## src/rtl/zebra_pkg.sv

```systemverilog
// Shared types and constants for the zebra-crossing frame detector.
// Holds the hysteresis state encoding, default parameters and count widths.
package zebra_pkg;

    localparam int DEF_IMG_WIDTH   = 640;
    localparam int DEF_IMG_HEIGHT  = 480;
    localparam int DEF_W           = 8;
    localparam int DEF_ROI_Y0      = 240;
    localparam int DEF_ROI_Y1      = 479;
    localparam int DEF_MIN_STRIPES = 3;
    localparam int DEF_MAX_STRIPES = 12;
    localparam int DEF_ROW_QUORUM  = 32;
    localparam int DEF_ON_FRAMES   = 3;
    localparam int DEF_OFF_FRAMES  = 5;

    localparam int STRIPE_W   = 8;   // per-row transition count, saturates at 255
    localparam int ROWS_W     = 16;  // qualifying-row count, saturates at 65535
    localparam int HYST_CNT_W = 8;   // hit/miss frame counters

    typedef enum logic [1:0] {
        ST_IDLE      = 2'd0,
        ST_ARMING    = 2'd1,
        ST_DETECTED  = 2'd2,
        ST_RELEASING = 2'd3
    } hyst_state_t;

endpackage

```

## src/rtl/zebra_frame_detector_row_stripe_counter.sv

```systemverilog
// Counts 0->1 transitions of the binarised edge bit along one row and
// qualifies the row on its last pixel against the stripe window.
module row_stripe_counter
    import zebra_pkg::*;
#(
    parameter int MIN_STRIPES = DEF_MIN_STRIPES,
    parameter int MAX_STRIPES = DEF_MAX_STRIPES
) (
    input  logic                clk,
    input  logic                rst,
    input  logic                pix_valid,
    input  logic                pix_bit,
    input  logic                row_first,
    input  logic                row_last,
    input  logic                in_roi,
    output logic                row_qualifies,
    output logic [STRIPE_W-1:0] row_count
);

    logic                prev_q;
    logic [STRIPE_W-1:0] count_q;
    logic [STRIPE_W-1:0] count_base;
    logic                rise;

    // The bit before x=0 is treated as 0, so a row starting high counts one stripe.
    assign count_base = row_first ? '0 : count_q;
    assign rise       = pix_bit & ~(prev_q & ~row_first);
    assign row_count  = (rise && (count_base != '1)) ? count_base + STRIPE_W'(1) : count_base;

    assign row_qualifies = pix_valid && row_last && in_roi &&
                           (int'(row_count) >= MIN_STRIPES) &&
                           (int'(row_count) <= MAX_STRIPES);

    // NOTE: state registers use non-blocking assignments so every flop samples pre-edge values.
    always_ff @(posedge clk) begin
        if (rst) begin
            prev_q  <= 1'b0;
            count_q <= '0;
        end else if (pix_valid) begin
            prev_q  <= pix_bit;
            count_q <= row_count;
        end
    end

endmodule

```

## src/rtl/zebra_frame_detector.sv

```systemverilog
// Frame-level zebra-crossing detector: pixel raster tracking, per-frame row
// accumulation, end-of-frame result registers and a hit/miss hysteresis FSM.
module zebra_frame_detector
    import zebra_pkg::*;
#(
    parameter int IMG_WIDTH   = DEF_IMG_WIDTH,
    parameter int IMG_HEIGHT  = DEF_IMG_HEIGHT,
    parameter int W           = DEF_W,
    parameter int ROI_Y0      = DEF_ROI_Y0,
    parameter int ROI_Y1      = DEF_ROI_Y1,
    parameter int MIN_STRIPES = DEF_MIN_STRIPES,
    parameter int MAX_STRIPES = DEF_MAX_STRIPES,
    parameter int ROW_QUORUM  = DEF_ROW_QUORUM,
    parameter int ON_FRAMES   = DEF_ON_FRAMES,
    parameter int OFF_FRAMES  = DEF_OFF_FRAMES
) (
    input  logic                clk,
    input  logic                rst,
    input  logic                x_valid,
    input  logic [W-1:0]        x_data,
    input  logic                frame_start,
    input  logic [W-1:0]        edge_thresh,
    output logic                detection_valid,
    output logic                frame_hit,
    output logic [STRIPE_W-1:0] stripe_count,
    output logic [ROWS_W-1:0]   confidence,
    output logic                crossing_detected
);

    localparam int X_W = (IMG_WIDTH  > 1) ? $clog2(IMG_WIDTH)  : 1;
    localparam int Y_W = (IMG_HEIGHT > 1) ? $clog2(IMG_HEIGHT) : 1;

    logic [X_W-1:0] x_q, cur_x;
    logic [Y_W-1:0] y_q, cur_y;
    logic           fs, row_last, col_first, frame_last, in_roi, pix_bit;

    // frame_start re-anchors the raster to (0,0), silently dropping any partial frame.
    assign fs         = x_valid & frame_start;
    assign cur_x      = fs ? '0 : x_q;
    assign cur_y      = fs ? '0 : y_q;
    assign col_first  = (cur_x == '0);
    assign row_last   = (int'(cur_x) == IMG_WIDTH - 1);
    assign frame_last = x_valid && row_last && (int'(cur_y) == IMG_HEIGHT - 1);
    assign in_roi     = (int'(cur_y) >= ROI_Y0) && (int'(cur_y) <= ROI_Y1);
    assign pix_bit    = (x_data >= edge_thresh);

    always_ff @(posedge clk) begin
        if (rst) begin
            x_q <= '0;
            y_q <= '0;
        end else if (x_valid) begin
            if (row_last) begin
                x_q <= '0;
                y_q <= (int'(cur_y) == IMG_HEIGHT - 1) ? '0 : cur_y + Y_W'(1);
            end else begin
                x_q <= cur_x + X_W'(1);
                y_q <= cur_y;
            end
        end
    end

    logic                row_qualifies;
    logic [STRIPE_W-1:0] row_count;

    row_stripe_counter #(
        .MIN_STRIPES (MIN_STRIPES),
        .MAX_STRIPES (MAX_STRIPES)
    ) u_row (
        .clk           (clk),
        .rst           (rst),
        .pix_valid     (x_valid),
        .pix_bit       (pix_bit),
        .row_first     (col_first),
        .row_last      (row_last),
        .in_roi        (in_roi),
        .row_qualifies (row_qualifies),
        .row_count     (row_count)
    );

    logic [ROWS_W-1:0]   rows_q, rows_base, rows_next;
    logic [STRIPE_W-1:0] max_q, max_base, max_next;
    logic                hit_now;

    // NOTE: every always_comb output gets a default first so no path infers a latch.
    always_comb begin
        rows_base = fs ? '0 : rows_q;
        max_base  = fs ? '0 : max_q;
        rows_next = rows_base;
        max_next  = max_base;
        if (row_qualifies) begin
            if (rows_base != '1)
                rows_next = rows_base + ROWS_W'(1);
            if (row_count > max_base)
                max_next = row_count;
        end
    end

    assign hit_now = (int'(rows_next) >= ROW_QUORUM);

    always_ff @(posedge clk) begin
        if (rst) begin
            rows_q          <= '0;
            max_q           <= '0;
            detection_valid <= 1'b0;
            frame_hit       <= 1'b0;
            stripe_count    <= '0;
            confidence      <= '0;
        end else begin
            detection_valid <= frame_last;
            if (x_valid) begin
                rows_q <= frame_last ? '0 : rows_next;
                max_q  <= frame_last ? '0 : max_next;
            end
            if (frame_last) begin
                confidence   <= rows_next;
                stripe_count <= (rows_next == '0) ? '0 : max_next;
                frame_hit    <= hit_now;
            end
        end
    end

    hyst_state_t           state_q, state_d;
    logic [HYST_CNT_W-1:0] hit_cnt_q, hit_cnt_d, miss_cnt_q, miss_cnt_d;

    // The FSM steps on the same edge that raises detection_valid, so
    // crossing_detected is already current when the pulse is seen.
    always_comb begin
        state_d    = state_q;
        hit_cnt_d  = hit_cnt_q;
        miss_cnt_d = miss_cnt_q;
        if (frame_last) begin
            case (state_q)
                ST_IDLE: if (hit_now) begin
                    hit_cnt_d = HYST_CNT_W'(1);
                    state_d   = (ON_FRAMES <= 1) ? ST_DETECTED : ST_ARMING;
                end
                ST_ARMING: if (hit_now) begin
                    hit_cnt_d = hit_cnt_q + HYST_CNT_W'(1);
                    if (int'(hit_cnt_d) >= ON_FRAMES)
                        state_d = ST_DETECTED;
                end else begin
                    hit_cnt_d = '0;
                    state_d   = ST_IDLE;
                end
                ST_DETECTED: if (!hit_now) begin
                    miss_cnt_d = HYST_CNT_W'(1);
                    state_d    = (OFF_FRAMES <= 1) ? ST_IDLE : ST_RELEASING;
                end
                ST_RELEASING: if (hit_now) begin
                    miss_cnt_d = '0;
                    state_d    = ST_DETECTED;
                end else begin
                    miss_cnt_d = miss_cnt_q + HYST_CNT_W'(1);
                    if (int'(miss_cnt_d) >= OFF_FRAMES)
                        state_d = ST_IDLE;
                end
                default: state_d = ST_IDLE;
            endcase
        end
    end

    always_ff @(posedge clk) begin
        if (rst) begin
            state_q           <= ST_IDLE;
            hit_cnt_q         <= '0;
            miss_cnt_q        <= '0;
            crossing_detected <= 1'b0;
        end else begin
            state_q           <= state_d;
            hit_cnt_q         <= hit_cnt_d;
            miss_cnt_q        <= miss_cnt_d;
            crossing_detected <= (state_d == ST_DETECTED) || (state_d == ST_RELEASING);
        end
    end

endmodule
```

## config.mk

```make
export PLATFORM = sky130hd
export DESIGN_NAME = zebra_frame_detector
export DESIGN_NICKNAME = d
export VERILOG_FILES = /design/src/rtl/zebra_pkg.sv /design/src/rtl/zebra_frame_detector_row_stripe_counter.sv /design/src/rtl/zebra_frame_detector.sv
export SDC_FILE = /design/constraint.sdc
export NUM_CORES = 1
export LEC_CHECK = 0
export ABC_CLOCK_PERIOD_IN_PS = 10300
export CAP_MARGIN = 20
export CORE_MARGIN = 4
export CORE_UTILIZATION = 59
export DETAILED_ROUTE_END_ITERATION = 16
export PLACE_DENSITY = 0.76
export SYNTH_ARGS = -nofsm -noshare
export SYNTH_HDL_FRONTEND = slang
export SYNTH_HIERARCHICAL = 1
export SYNTH_SLANG_ARGS = --single-unit
```

## constraint.sdc

```tcl
create_clock -name clk -period 10.3 [get_ports clk]
set_input_delay 2.06 -clock clk [delete_from_list [all_inputs] [get_ports clk]]
set_output_delay 2.06 -clock clk [all_outputs]
set_load 0.05 [all_outputs]
```

**After elaboration in Yosys (flattened, before gate mapping)**

Cells that the tools add are included.

- $add $sub $neg: 6
- $lt $le $gt $ge: 9
- Equality and inequality tests: 11
- Muxes and demuxes: 30
- Bitwise logic cells: 5
- Reduce and logical (&&, ||, !) cells: 15

Operators by type and width:

| cell | number |
|---|---|
| 2-to-1 mux 8 bit | 11 |
| 2-to-1 mux 16 bit | 4 |
| case mux 8 bit (2 select lines) | 2 |
| 2-to-1 mux 9 bit | 3 |
| adder 8 x 1 -> 8 bit, second input constant | 3 |
| 2-to-1 mux 10 bit | 2 |
| adder 16 x 1 -> 16 bit, second input constant | 1 |
| greater-or-equal comparator 16 x 6 -> 1 bit, second input constant | 1 |
| greater-or-equal comparator 8 x 2 -> 1 bit, second input constant | 2 |
| logical NOT 16 bit | 1 |
| != test 16 bit, second input constant | 1 |
| 2-to-1 mux 2 bit | 7 |
| adder 10 x 1 -> 10 bit, second input constant | 1 |
| == test 10 bit, second input constant | 1 |
| logical NOT 10 bit | 1 |
| adder 9 x 1 -> 9 bit, second input constant | 1 |
| == test 9 x 7 -> 1 bit, second input constant | 1 |
| greater-or-equal comparator 9 x 8 -> 1 bit, second input constant | 1 |
| <= comparator 9 bit, second input constant | 1 |
| == test 2 bit, second input constant | 4 |
| greater-or-equal comparator 8 x 3 -> 1 bit, second input constant | 1 |
| greater-or-equal comparator 8 bit | 1 |
| greater-than comparator 8 bit | 1 |
| <= comparator 8 x 4 -> 1 bit, second input constant | 1 |
| other kinds (11) | 23 |

- Register bits after elaboration: 97
- Output and inout port bits: 27
- Word-level logic and storage cells: 90

**Longest topological paths before layout**

Gate-level depths: netlist (run 1).

- Depth after elaboration: 19
- Gate-level depth with buffers: 27
- Mapped depth without buffers: 23

**Hierarchy**

Netlist (run 1), hierarchy kept.

By module, submodules not included:

| module | times used | cells an instance | area an instance (µm²) |
|---|---|---|---|
| zebra_frame_detector | 1 | 706 | 5492.8 |
| row_stripe_counter | 1 | 88 | 740.7 |

**Worst setup path after synthesis (run 1)**

OpenSTA, ideal clock, no wires.

- Path type: input to register
- Start: input port frame_start
- End: register stripe_count[0]
- Data arrival time: 7654 ps
- Data required time: 10167 ps
- Path slack: 2512 ps
- Stages: 26
- Path buffers: 7
- Path through: buf_2 -> nand2_1 -> buf_2 -> buf_1 -> buf_1 -> nand2_1 -> ha_1 -> nor2b_1 -> buf_1 -> nor2b_1 -> ha_1 -> and4_4 -> a2111oi_2 -> mux2_2 -> o2111ai_1 -> nor4bb_2 -> buf_2 -> and3_1 -> nand3_1 -> a2111oi_4 -> and4bb_1 -> o211ai_2 -> or2_1 -> buf_6 -> o41ai_4 -> o21ai_1

- Cells in the longest elaborated chain, start to end: 15

Ends and longest elaborated chain:

| element | RTL line | RTL |
|---|---|---|
| start, declared | zebra_frame_detector.sv:21 | `input logic frame_start,` |
| AND 1 bit (*) | zebra_frame_detector.sv:38 | `assign fs = x_valid & frame_start;` |
| 2-to-1 mux 10 bit (*) | zebra_frame_detector.sv:39 | `assign cur_x = fs ? '0 : x_q;` |
| logical NOT 10 bit (*) | zebra_frame_detector.sv:41 | `assign col_first = (cur_x == '0);` |
| named net col_first | zebra_frame_detector.sv:35 | `logic fs, row_last, col_first, frame_last, in_roi, pix_bit;` |
| parallel branches: the longest is 5 deep, another holds adder 8 x 1 -> 8 bit | -- |  |
| 2-to-1 mux 8 bit (*) | zebra_frame_detector_row_stripe_counter.sv:28 | `assign row_count = (rise && (count_base != '1)) ? count_base + STRIPE_W'(1) : count_base;` |
| named net row_count[3] | zebra_frame_detector.sv:63 | `logic [STRIPE_W-1:0] row_count;` |
| greater-or-equal comparator 8 x 2 -> 1 bit | zebra_frame_detector_row_stripe_counter.sv:31 | `(int'(row_count) >= MIN_STRIPES) &&` |
| logical AND 1 bit | zebra_frame_detector_row_stripe_counter.sv:30 | `assign row_qualifies = pix_valid && row_last && in_roi &&` |
| logical AND 1 bit (*) | zebra_frame_detector_row_stripe_counter.sv:31 |  |
| named net row_qualifies | zebra_frame_detector.sv:62 | `logic row_qualifies;` |
| 2-to-1 mux 16 bit | zebra_frame_detector.sv:90 | `if (row_qualifies) begin` |
| logical NOT 16 bit | zebra_frame_detector.sv:116 | `stripe_count <= (rows_next == '0) ? '0 : max_next;` |
| 2-to-1 mux 8 bit (*) | zebra_frame_detector.sv:116 |  |
| end signal, assigned | zebra_frame_detector.sv:116 |  |
| end, declared | zebra_frame_detector.sv:25 | `output logic [STRIPE_W-1:0] stripe_count,` |

Mark *: on every way through the listed nets, which the timed path passes.
A chain may end at the register's enable or synchronous reset.

**Worst setup path in the final report (run 1)**

- Start: input port frame_start
- End: register stripe_count[5]

Same word-level chain as after synthesis.

==> flow_summary.ini, run 1 <==
[route]
vias = 5825
drc = 0
initialDrtViolationCount = 472
vias_per_cell = 6.12
dr.pass1.iters = 5
ant_nets = 0
routedWlPerCell_um = 16.2
wl_um = 15400

[logic_synthesis]
synthesis.nets = 840
syn_inst = 794
ys_seq_area_share_pct = 31.2
yosysWarnings = 6
synth_edf_count = 0
ys_ff_latch = 97
synth.avg_cell_area_um2 = 7.85
synth.distinct_cells = 82
async_reset_ff_share_pct = 0
synth_area_um2 = 6230
synthFlopType = dfxtp_1

[grt]
grt_usage_pct = 25.3
grt_max_degree = 80
gr-total-overflow = 0
grt_pass1_wl_um = 26400
grt_pass1_vias = 5478
antenna_found_initial = 0

[final_layout]
design_area_um2 = 6910
final_cell_mix = nand2_1, dfxtp_1, nor2_1
drive_above_1_share_pct = 6.99
areaGrowthSynthToFinish_pct = 10.9
final_nets = 857
antenna-diode-count = 0
finalNonFillerCells = 952
fillers = 890
layout_commonest_cell = nand2_1

[setup_path]
crit-reg2reg-launch = x_q[9]
required_ns = 10.55
slowest_delay_ns = 0.88
arrival_ns = 9.35
path_class = input pin to flip-flop
critPathCaptureType = flip-flop
cp_max_fo = 18
startpoint = frame_start
start_kind = input pin
cp_slowest_cell = nor4bb_2
path_cells = clkdlybuf4s50_1, nand2_1, nand2_1, ha_1, nor2b_1, nor2b_1, ha_1, and4_4, a2111oi_2, mux2_2, o2111ai_1, nor4bb_2, and3_1, nand3_1, a2111oi_4, and4bb_1, o211ai_2, or2_1, o41ai_4, o21ai_1

[cts]
clkLatencyLatePin_ns = 0.38
clockBufferDepth = 2
htreeDepth = 3
clk_pin_slew_worst_paths_ns = 0.09
post_cts_resized = 0
cts_setup_buffers = 0
cts_tree = done
cts_hold_buf = 0
cts_root_buf = clkbuf_8
numCtsBuffers = 9
cts_sinks = 97

[floorplanning]
core_um2 = 10300
fp.dieH_um = 111
rows = 37
start_util_pct = 60.4
fp.dieW_um = 111
io_pins = 47
dieArea_um2 = 12300

[sta]
tns_ns = 0
setup_viol = 0
fin_crit_sh_pct = 88.4
min_period_ns = 9.10
fin_skew_ns = 0.00820
rsz0062_at_grt = false
slew_violations = 0
setup_ws_ns = 1.20
fmax_ghz = 0.110
worst_pin_slew_ns = 1.24
relSlewSlack_pct = 17.1
timing.final.hold_violations = 0

[pwr]
p_comb_share_pct = 7.6
ir_drop_mv = 0.110
pwr-share-clk_pct = 38.2
internal_power_uw = 528
p_seq_share_pct = 54.2
leakagePower_uw = 0.00269
switchingPower_uw = 169
power_density_nw_per_um2 = 101
netSwitchingFraction_pct = 24.3

[placement]
place_inst = 936
place_area_um2 = 6700
gp_congestion = 0.955
portBuffers = 46
placement.setup.worst_slack_ns = 0.970
dpl.hpwl_um = 10800

[worst_hold_path]
hold_class = flip-flop to flip-flop
min_from = stripe_count[7]

[run]
cap_violations = 0

[outcome]
status = complete, no violations
[power groups by stage]
stage / clock network (µW) / registers (µW) / logic, µW
global route: 288 / 378 / 59.4
finish: 266 / 378 / 53.4
floorplan: 0 / 386 / 36.6
global placement: 0 / 387 / 51.4
CTS: 273 / 378 / 53.5
detailed placement: 0 / 387 / 53.2
[cells in the mapped netlist, types with 9 or more instances]
| cell | n | share of area, % |
|---|---|---|
| nor2_1 | 85 | 5.1 |
| dfxtp_1 | 97 | 31 |
| and4_1 | 9 | 1.3 |
| mux2i_1 | 14 | 2.2 |
| and2_1 | 9 | 0.90 |
| nand3_1 | 34 | 2.7 |
| a211oi_1 | 11 | 1.3 |
| xnor2_1 | 12 | 1.7 |
| and3_1 | 20 | 2.0 |
| ha_1 | 26 | 5.2 |
| clkbuf_1 | 29 | 1.7 |
| a21o_1 | 16 | 1.9 |
| a22oi_1 | 18 | 2.2 |
| nor3_1 | 10 | 0.80 |
| nand2_1 | 102 | 6.1 |
| o2bb2ai_1 | 10 | 1.4 |
| nand4_1 | 10 | 1.0 |
| inv_1 | 34 | 2.0 |
| mux2_2 | 9 | 1.6 |
| nor2b_1 | 23 | 2.3 |
| o21ai_0 | 28 | 2.2 |
| or3_1 | 11 | 1.1 |
| a21oi_1 | 45 | 3.6 |
[registers in the layout (all words and copies together), names as in the netlist]
register           flops
hit_cnt_q              8
miss_cnt_q             8
detection_valid        1
stripe_count           8
u_row/count_q          8
u_row/prev_q           1
confidence            16
rows_q                16
max_q                  8
frame_hit              1
y_q                    9
x_q                   10
state_q                2
crossing_detected      1
[final timing paths]
check,to,slack [ns],cells after the start
worst max-delay path,stripe_count[5],1.20,20
worst min-delay path,stripe_count[7],0.46,2
worst max register to register,stripe_count[5],3.58,18
worst min register to register,stripe_count[7],0.46,2
[through the flow]
stage	utilization [%]	hold WS [ns]	power, µW
5_1_grt	67.0	0.473	726
2_1_floorplan	-	0.450	423
6_report	67.0	0.457	698
4_1_cts	67.0	0.458	705
3_3_place_gp	64.9	0.435	438
3_5_place_dp	64.9	0.441	440
[cells by family (layout without fill, tap and decap cells)]
kind of cell,Yosys count,count (layout),share of synthesized area [%]
AND/OR/NAND/NOR,357,357,29.7
multiplexers,24,24,4.11
flip-flops,97,97,31.2
adder cells (fa/ha/maj),26,26,5.22
buffers and inverters,80,102,5.36
AO/OA/AOI/OAI,192,192,21.9
XOR/XNOR,18,18,2.53
[final cells by class]
type                            instances  area (µm²)  share of cell area, %
Inverter                               34         128                   1.85
Sequential cell                        97        1940                   28.1
Multi-Input combinational cell        617        3960                   57.2
Tap cell                              136         170                   2.46
Clock inverter                          4        50.0                  0.724
Clock buffer                           12         165                   2.39
Timing Repair Buffer                   52         500                   7.24
[critical path: cells and delay by family]
kind                     cells  cell delay (ns)
buffers and inverters        1             0.85
AO/OA/AOI/OAI                6             1.88
adder cells (fa/ha/maj)      2             0.45
multiplexers                 1             0.44
AND/OR/NAND/NOR             10             3.68
[routing by layer]
metal | global-route usage, % | routed length [µm]
met2 | 41.8 | 7400
met4 | 8.37 | 277
met5 | 0 | 0
met1 | 33.4 | 7100
met3 | 4.48 | 655
Power figures use the tool's default switching activity.
==> inputs of run 2 (changes only) <==
--- a/config.mk
+++ b/config.mk
@@ -8,9 +8,9 @@
 export ABC_CLOCK_PERIOD_IN_PS = 10300
 export CAP_MARGIN = 20
 export CORE_MARGIN = 4
-export CORE_UTILIZATION = 59
+export CORE_UTILIZATION = 45
 export DETAILED_ROUTE_END_ITERATION = 16
-export PLACE_DENSITY = 0.76
+export PLACE_DENSITY = 0.6
 export SYNTH_ARGS = -nofsm -noshare
 export SYNTH_HDL_FRONTEND = slang
 export SYNTH_HIERARCHICAL = 1
==> run 2 against run 1 <==
Compared with the run above:
- combinational power rose by 3%
- flip-flop and latch count unchanged
- utilization shrank 14 points
- maximum frequency is 6.6% higher
- sequential share of layout area fell by 0.58 points
- sequential power about the same
- worst setup slack better by 0.56 ns
- non-clock buffer count is 1 higher
- largest cell class unchanged
- largest power group unchanged
==> flow_summary.ini, run 2 (synthesis results as in run 1) <==
[floorplanning]
dieArea_um2 = 15800
rows = 42
io_pins = 47
fp.dieW_um = 126
fp.dieH_um = 126
start_util_pct = 46.5
core_um2 = 13400

[final_layout]
design_area_um2 = 7060
regArea_um2 = 1940
reg_top3 = confidence: 16 flops, rows_q: 16 flops, x_q: 10 flops
drive_above_1_share_pct = 7.10
final_nets = 858
post-route-util_pct = 52.7
antenna-diode-count = 0
final_cell_mix = nand2_1, dfxtp_1, nor2_1
fillers = 1293
layout_commonest_cell = nand2_1
multi_input_area_um2 = 3960
areaGrowthSynthToFinish_pct = 13.2

[grt]
grt_pass1_vias = 5412
grt_pass1_wl_um = 27000
grt_max_degree = 80
antenna_found_initial = 0
grt_usage_pct = 20.4
gr-total-overflow = 0

[cts]
clockBufferDepth = 2
cts_tree = done
clkLatencyLatePin_ns = 0.35
clk_pin_slew_worst_paths_ns = 0.06
cts_root_buf = clkbuf_16
cts_sinks = 97
cts_hold_buf = 0
post_cts_resized = 0
numCtsBuffers = 9
htreeDepth = 3
cts_setup_buffers = 0

[route]
dr.pass1.iters = 5
drc = 0
vias = 5762
initialDrtViolationCount = 499
wl_um = 16100
ant_nets = 0
routedWlPerCell_um = 16.2
vias_per_cell = 5.80

[placement]
placement.setup.worst_slack_ns = 1.45
portBuffers = 46
dpl.hpwl_um = 11400
place_area_um2 = 6760
gp_congestion = 0.871

[sta]
relSlewSlack_pct = 15.6
setup_ws_ns = 1.76
setup_viol = 0
rsz0062_at_grt = false
min_period_ns = 8.54
fin_crit_sh_pct = 82.9
worst_pin_slew_ns = 1.27
fmax_ghz = 0.117
tns_ns = 0
fin_skew_ns = 0.00772
timing.final.hold_violations = 0
slew_violations = 0

[run]
cap_violations = 0

[pwr]
power_density_nw_per_um2 = 109
ir_drop_mv = 0.116
leakagePower_uw = 0.00273
p_total_uw = 772

[setup_path]
cp_slowest_cell = clkdlybuf4s50_1
arrival_ns = 8.76
cp_max_fo = 18
path_buf_inv = 2
slowest_delay_ns = 0.87
required_ns = 10.52
critPathCaptureType = flip-flop
path_cells = clkdlybuf4s50_1, nand2_1, nand2_1, ha_1, nor2b_1, buf_4, nor2b_1, ha_1, and4_4, a2111oi_2, mux2_2, o2111ai_1, nor4bb_2, and3_1, nand3_1, a2111oi_4, and4bb_1, o211ai_2, or2_1, o41ai_4, o21ai_1
start_kind = input pin
path_class = input pin to flip-flop
crit_family = simple AND/OR/NAND/NOR gates

[outcome]
status = complete, no violations

[worst_hold_path]
hold_class = flip-flop to flip-flop
-- run 2: area by class of cell --
class	instances	area share [%]
Clock buffer	13	3.97
Clock inverter	3	0.319
Inverter	34	1.81
Multi-Input combinational cell	617	56.1
Sequential cell	97	27.5
Tap cell	176	3.12
Timing Repair Buffer	53	7.20
-- run 2: path summary, 6_finish.rpt --
check	from	endpoint	slack [ns]	depth (start not counted)
worst max-delay path	frame_start	stripe_count[5]	1.76	21
worst min-delay path	stripe_count[3]	stripe_count[3]	0.44	2
worst max register to register	x_q[9]	stripe_count[5]	4.18	19
worst min register to register	stripe_count[3]	stripe_count[3]	0.44	2
-- run 2: metal layers --
| layer | wire (µm) | global-route usage (%) | up-vias |
|---|---|---|---|
| met1 | 7720 | 27.8 | 2685 |
| met3 | 807 | 4.74 | 36 |
| met5 | 0 | 0 | - |
| met4 | 357 | 6.89 | 0 |
| li1 | - | - | 2891 |
| met2 | 7250 | 32.1 | 150 |
-- run 2: report_power, final --
group          switching (µW)  internal (µW)
Sequential               1.79            376
Combinational            33.9           21.1
Clock                     149            190
-- run 2: metrics by stage --
stage	cells	hold slack (ns)
global placement	977	0.439
detailed placement	977	0.440
CTS	993	0.449
floorplan	794	0.450
finish	993	0.445
global route	993	0.470
-- run 2: worst reg2reg max path, stage by stage, from the launching register on --
cell and delay, ns:
dfxtp_1 0.34, nor4_1 0.34, a31oi_1 0.14, nor2b_1 0.12, buf_4 0.19, nor2b_1 0.13
ha_1 0.26, and4_4 0.23, a2111oi_2 0.36, mux2_2 0.43, o2111ai_1 0.08, nor4bb_2 0.86
and3_1 0.33, nand3_1 0.14, a2111oi_4 0.48, and4bb_1 0.27, o211ai_2 0.14, or2_1 0.42
o41ai_4 0.62, o21ai_1 0.13
